==> config.mk <==
export PLATFORM = sky130hd
export DESIGN_NAME = wb_ram_slave
export DESIGN_NICKNAME = d
export VERILOG_FILES = /design/src/rtl/wb_ram_slave.sv
export SDC_FILE = /design/constraint.sdc
export NUM_CORES = 1
export LEC_CHECK = 0
export BUFFER_PORTS_ARGS = -buffer_cell sky130_fd_sc_hd__buf_2
export CAP_MARGIN = 30
export CORE_ASPECT_RATIO = 1.1
export CORE_UTILIZATION = 47
export CTS_BUF_LIST = sky130_fd_sc_hd__clkbuf_8
export CTS_CLUSTER_DIAMETER = 30
export CTS_CLUSTER_SIZE = 8
export DETAILED_ROUTE_END_ITERATION = 6
export PLACE_DENSITY = 0.89
export SYNTH_ARGS = -nofsm -noshare
export SYNTH_HDL_FRONTEND = slang
export SYNTH_SLANG_ARGS = --single-unit
==> constraint.sdc <==
create_clock -name clk -period 2.8 [get_ports clk]
set_input_delay 0.14 -clock clk [delete_from_list [all_inputs] [get_ports clk]]
set_output_delay 0.14 -clock clk [all_outputs]
set_load 0.01 [all_outputs]
==> src/rtl/wb_ram_slave.sv <==
// wb_ram_slave: Wishbone B3 slave fronting one block-RAM port; partial writes run as read-modify-write.
// Define WB_RAM_BURST_EN to add incrementing read bursts steered by wb_cti_i.
module wb_ram_slave #(
    parameter int data_width = 32,
    parameter int addr_width = 8
) (
    input  logic                    clk,
    input  logic                    rst,
    input  logic                    wb_cyc_i,
    input  logic                    wb_stb_i,
    input  logic                    wb_we_i,
    input  logic [addr_width-1:0]   wb_adr_i,
    input  logic [data_width/8-1:0] wb_sel_i,
    input  logic [data_width-1:0]   wb_dat_i,
    input  logic [2:0]              wb_cti_i,
    output logic [data_width-1:0]   wb_dat_o,
    output logic                    wb_ack_o,
    output logic [addr_width-1:0]   ram_addr,
    output logic                    ram_we,
    output logic [data_width-1:0]   ram_dat_w,
    input  logic [data_width-1:0]   ram_dat_r
);
    localparam int nb = data_width / 8;
`ifdef WB_RAM_BURST_EN
    typedef enum logic [2:0] {IDLE, RD, RMW, ACK, BURST} state_t;
`else
    typedef enum logic [1:0] {IDLE, RD, RMW, ACK} state_t;
`endif
    state_t                r_state;
    logic [addr_width-1:0] r_addr;
    logic [addr_width-1:0] w_next;
    logic                  w_req;
    logic                  w_full;
    logic                  w_none;
    logic                  w_adv;
    logic [data_width-1:0] w_merge;

    assign w_req  = wb_cyc_i & wb_stb_i;
    assign w_full = &wb_sel_i;
    assign w_none = ~|wb_sel_i;
    assign w_next = r_addr + 1'b1;

    // With all selects set the merge is just wb_dat_i, so one mux serves both write paths.
    for (genvar k = 0; k < nb; k++) begin : g_merge
        assign w_merge[8*k +: 8] = wb_sel_i[k] ? wb_dat_i[8*k +: 8] : ram_dat_r[8*k +: 8];
    end

`ifdef WB_RAM_BURST_EN
    // w_adv: a beat is delivered at the coming edge, so the RAM must fetch the following word now.
    assign w_adv = (r_state == RD) ? (wb_cyc_i && wb_cti_i == 3'b010)
                 : (r_state == BURST) && w_req && !(wb_ack_o && wb_cti_i == 3'b111);
`else
    logic w_unused_cti;
    assign w_unused_cti = ^wb_cti_i;
    assign w_adv        = 1'b0;
`endif

    assign ram_addr  = (r_state == IDLE) ? wb_adr_i : w_adv ? w_next : r_addr;
    assign ram_dat_w = w_merge;
    assign ram_we    = !rst && ((r_state == IDLE && w_req && wb_we_i && w_full) ||
                                (r_state == RMW && wb_cyc_i));

    always_ff @(posedge clk or posedge rst) begin
        if (rst) begin
            r_state  <= IDLE;
            r_addr   <= '0;
            wb_ack_o <= 1'b0;
            wb_dat_o <= '0;
        end else begin
            wb_ack_o <= 1'b0;
            if (w_adv) r_addr <= w_next;
            case (r_state)
                IDLE: if (w_req) begin
                    r_addr <= wb_adr_i;
                    if (!wb_we_i) r_state <= RD;
                    else if (w_full || w_none) begin
                        wb_ack_o <= 1'b1;
                        r_state  <= ACK;
                    end else r_state <= RMW;
                end
                RD: if (!wb_cyc_i) r_state <= IDLE;
                else begin
                    wb_dat_o <= ram_dat_r;
                    wb_ack_o <= 1'b1;
`ifdef WB_RAM_BURST_EN
                    r_state  <= w_adv ? BURST : ACK;
`else
                    r_state  <= ACK;
`endif
                end
                RMW: if (!wb_cyc_i) r_state <= IDLE;
                else begin
                    wb_ack_o <= 1'b1;
                    r_state  <= ACK;
                end
                ACK: r_state <= IDLE;
`ifdef WB_RAM_BURST_EN
                BURST: if (!wb_cyc_i) r_state <= IDLE;
                else if (w_adv) begin
                    wb_dat_o <= ram_dat_r;
                    wb_ack_o <= 1'b1;
                end else if (wb_stb_i) r_state <= IDLE;
`endif
                default: r_state <= IDLE;
            endcase
        end
    end
endmodule

### Yosys cells after proc, flatten, opt, wreduce, memory -nomap -nowiden

Cells that the tools add are included.

| storage, ports and cells | value |
|---|---|
| output and inout bits | 74 |
| input bits | 84 |
| flip-flop bits (word level) | 43 |
| word-level logic and storage cells | 39 |

| cells by class | value |
|---|---|
| mux-type cells | 15 |
| equal/unequal tests | 4 |
| bitwise operators | 1 |
| reduce and logical (&&, ||, !) cells | 15 |

Operator list:

| operator | count |
|---|---|
| two-way mux 8 bit | 5 |
| two-way mux 2 bit | 3 |
| one-hot mux 2 bit (3 select lines) | 1 |
| logical AND 1 bit | 5 |
| two-way mux 1 bit | 5 |
| equality test 2 bit, second input constant | 2 |
| AND reduction 2 bit | 2 |
| AND reduction 4 bit | 1 |
| OR reduction 4 bit | 1 |
| equality test 2 x 1 -> 1 bit, second input constant | 1 |
| logical NOT 1 bit | 2 |
| logical NOT 2 bit | 1 |
| logical OR 1 bit | 2 |
| inequality test 2 bit, second input constant | 1 |
| one-hot mux 1 bit (2 select lines) | 1 |
| OR reduction 2 bit | 1 |
| AND 1 bit | 1 |

### Longest topological paths before layout

| logic depth | value |
|---|---|
| word-level depth | 7 |
| mapped depth | 6 |

### Worst setup path after synthesis

OpenSTA, ideal clock, no wires.

| timing path | value |
|---|---|
| path kind | register to register |
| start | register r_state[0] |
| end | register r_addr[7] |
| data required time | 2.675 ns |
| period minus slack after synthesis | 1.491 ns |
| setup slack | 1.309 ns |
| setup time | 0.125 ns |
| stages on the path, launching flop included | 6 |
| arrival time | 1.366 ns |
| cells stage by stage | dfrtp_1 -> inv_1 -> ha_1 -> buf_2 -> and3_1 -> mux2_2 |

| between the ends | value |
|---|---|
| cells in the longest elaborated chain, start to end | 2 |

RTL lines:

| item | line | text |
|---|---|---|
| start: declaration | 29 | `state_t r_state;` |
| start signal: assignment | 65 | `r_state <= IDLE;` |
| start signal: assignment | 75 | `if (!wb_we_i) r_state <= RD;` |
| start signal: assignment | 78 | `r_state <= ACK;` |
| logical NOT 2 bit | 72 | `case (r_state)` |
| AND reduction 2 bit (no line) | - |  |
| end signal: assignment | 71 | `if (w_adv) r_addr <= w_next;` |
| end signal: assignment | 74 | `r_addr <= wb_adr_i;` |
| end: declaration | 30 | `logic [addr_width-1:0] r_addr;` |

No other way between the ends.
A chain may end at the register's enable or synchronous reset.

### Worst setup path after layout

| timing path | value |
|---|---|
| start | register r_state[0] |
| end | output port ram_we |

| between the ends | value |
|---|---|
| cells in the longest elaborated chain, start to end | 6 |
| elaborated cells between the ends (all ways) | 8 |
| those cells by class | eq/ne (1); reduce/logical (7) |

RTL lines:

| item | line | text |
|---|---|---|
| logical NOT 2 bit | 60 | `assign ram_we = !rst && ((r_state == IDLE && w_req && wb_we_i && w_full) \|\|` |
| logical AND 1 bit (3 in series) | 60 |  |
| logical OR 1 bit * | 60 |  |
| logical AND 1 bit * | 60 |  |
| end: declaration | 19 | `output logic ram_we,` |

Mark *: on every way between the ends. The rest lies on a longest branch, timed or not.

==> results.yml <==
synthesis:
  synthCells: 157
  seq_area_frac_synth_pct: 45.5
  ys_types: 22
  ys_warn_count: 0
  avgSynthCellArea_um2: 15.1
  synth_nets: 246
  synth_area_um2: 2370
  synth.ff_latch_count: 43
clock_network:
  numCtsBuffers: 5
  clkSinkCount: 43
  cts-root-buf: "clkbuf_8"
  clock_latency_ps: 280
  cts.clk_slew.worst_paths_ps: 80
  clock_path_buffers: 2
  cts_tree: "done"
  cts-htree-levels: 2
  postCtsSetupBuffers: 0
  ctsResizeCount: 0
  cts-hold-fix-buffers: 0
sta:
  max_slew_margin_pct: 41.4
  finalWorstPathRequiredPeriod_ps: 2080
  worstMarginPinSlew_ps: 879
  rsz0062_at_grt: "no"
  timing.hold.ws_ps: 27.5
  finalSetupTns_ps: 0
  finalSetupViolations: 0
  clock_skew_ps: 8.16
  period_share_pct: 74.2
  hold_violations: 0
  finalMaxSlewViolations: 0
  finalWorstSetupSlack_ps: 723
  max_clock_freq_mhz: 481
worst_setup_path:
  crit_family: "adder cells"
  required_ps: 2660
  worstSetupEndpointType: "output port"
  crit_path_cell_trace: "inv_1 -> ha_1 -> and3_1 -> a32oi_1 -> nor2_1 -> buf_2"
  cp_slowest_cell: "ha_1"
  slowest_delay_ps: 450
  path_class: "flop to output port"
  crit_fanout: 11
  critPathArrivalTime_ps: 1940
  critPathBufInv: 2
  worst_setup_path_start_kind: "flop"
detailed_routing:
  vias_per_cell: 4.96
  drtAntennaViolNets: 0
  post_drt_wl_per_cell_um: 13.8
  drt_pass1_iterations: 3
  wl_mm: 5.07
  vias: 1826
  drt_iter0_markers: 48
  drc: 0
cells_and_area:
  postLayoutCoreUtil_pct: 69.2
  drive_gt1_share_pct: 79.2
  fin_nets: 400
  antennaDiodeCount: 0
  final_area_um2: 3290
  fill_cells: 353
  areaGrowthSynthToFinish_pct: 38.9
  instances_no_fill: 368
die:
  die_h_um: 76.4
  die_area_um2: 5320
  rows: 26
  pin_count: 158
  start_util_pct: 49.8
  die_width_um: 69.7
  coreArea_um2: 4750
global_routing:
  grt_use_total_pct: 18.9
  grt_antenna_before_repair: 0
  grt_pass1_vias: 1893
  grt_max_degree: 44
  grt_overflow: 0
  grt_pass1_wl_mm: 8.23
power:
  total_power_mw: 3.16
  p_leak_nw: 1.77
  ir_drop_mv: 0.541
  power_density_nw_per_um2: 963
placement:
  place.gp.congestion: 0.847
  post-place-ws_ps: 927
  dpl_cell_area_um2: 3150
  portBuffers: 154
  hpwl_mm: 3.93
  placedCellCount: 360
flow_run:
  drv_cap: 0
min_path:
  hp-class: "primary input to async pin"
run_status:
  outcome: "complete, no violations"
[where the power goes]
part           internal [mW]  total, mW  switching [mW]
clock                  0.353      0.555           0.202
sequential             0.940       1.11           0.165
combinational          0.874       1.50           0.630
[synthesized netlist by cell type (all sizes together)]
| cell | number | area share, % |
|---|---|---|
| dfrtp | 43 | 45 |
| mux2 | 81 | 43 |
| nand3 | 1 | 0.42 |
| nor4 | 1 | 0.90 |
| a32oi | 1 | 0.37 |
| and4 | 1 | 0.37 |
| and3 | 1 | 0.26 |
| ha | 5 | 2.6 |
| nor2 | 1 | 0.16 |
| nor3 | 1 | 0.21 |
| nand2 | 4 | 0.74 |
| o21ai | 1 | 0.21 |
| a21oi | 2 | 0.42 |
| buf | 8 | 3.1 |
| o211ai | 1 | 0.32 |
| a21boi | 1 | 0.32 |
| inv | 3 | 0.48 |
| o31ai | 1 | 0.32 |
[cells in the final DEF, fill, tap and decap left out, drive strengths merged]
master  Yosys  final
nor2        1      1
o31ai       1      1
a21boi      1      1
nand2       4      4
o21ai       1      1
dfrtp      43     43
mux2       81     81
ha          5      5
buf         8    155
and4        1      1
nor3        1      1
bufinv      0      2
nor4        1      1
and3        1      1
a32oi       1      1
clkbuf      0      5
o211ai      1      1
a21oi       2      2
inv         3      4
nand3       1      1
[path summary, 6_finish.rpt]
check	endpoint	slack, ps	start	cells past startpoint
max	ram_we	720	r_state[0]	6
min	wb_dat_o[10]	30	rst	2
max reg2reg	r_state[1]	900	r_state[0]	4
min reg2reg	wb_dat_o[15]	510	wb_dat_o[15]	1
max in group asynchronous	r_state[1]	2200	rst	2
min in group clk	r_addr[0]	100	wb_adr_i[0]	2
[layer usage]
layer | up-vias | wire length [um] | global-route usage [%]
met4 | 0 | 25 | 4.60
met5 | - | 0 | 0
met1 | 857 | 2030 | 20.8
met2 | 88 | 2720 | 36.8
li1 | 879 | - | -
met3 | 2 | 298 | 3.57
[logic make-up (layout without fill, tap and decap cells)]
logic type | Yosys count | after routing | synth area share (%)
multiplexers | 81 | 81 | 43.3
flip-flops | 43 | 43 | 45.5
buffers and inverters | 11 | 166 | 3.54
AND/OR/NAND/NOR | 10 | 10 | 3.07
AO/OA/AOI/OAI | 7 | 7 | 1.96
adder cells (fa/ha/maj) | 5 | 5 | 2.64
[area by class of cell]
cell class	instances	area [um^2]	area share (%)
tap	56	70.1	2.13
clock buffer	5	68.8	2.09
sequential	43	1080	32.7
timing repair buffer	155	791	24.1
multi-input combinational	103	1210	36.7
clock inverter	3	63.8	1.94
inverter	3	11.3	0.343
[flip-flops by register name, summed over array words and instances, names as in the netlist]
register / flops
wb_dat_o: 32
r_addr: 8
r_state: 2
wb_ack_o: 1
No activity file was read; power rests on OpenSTA's default activity.
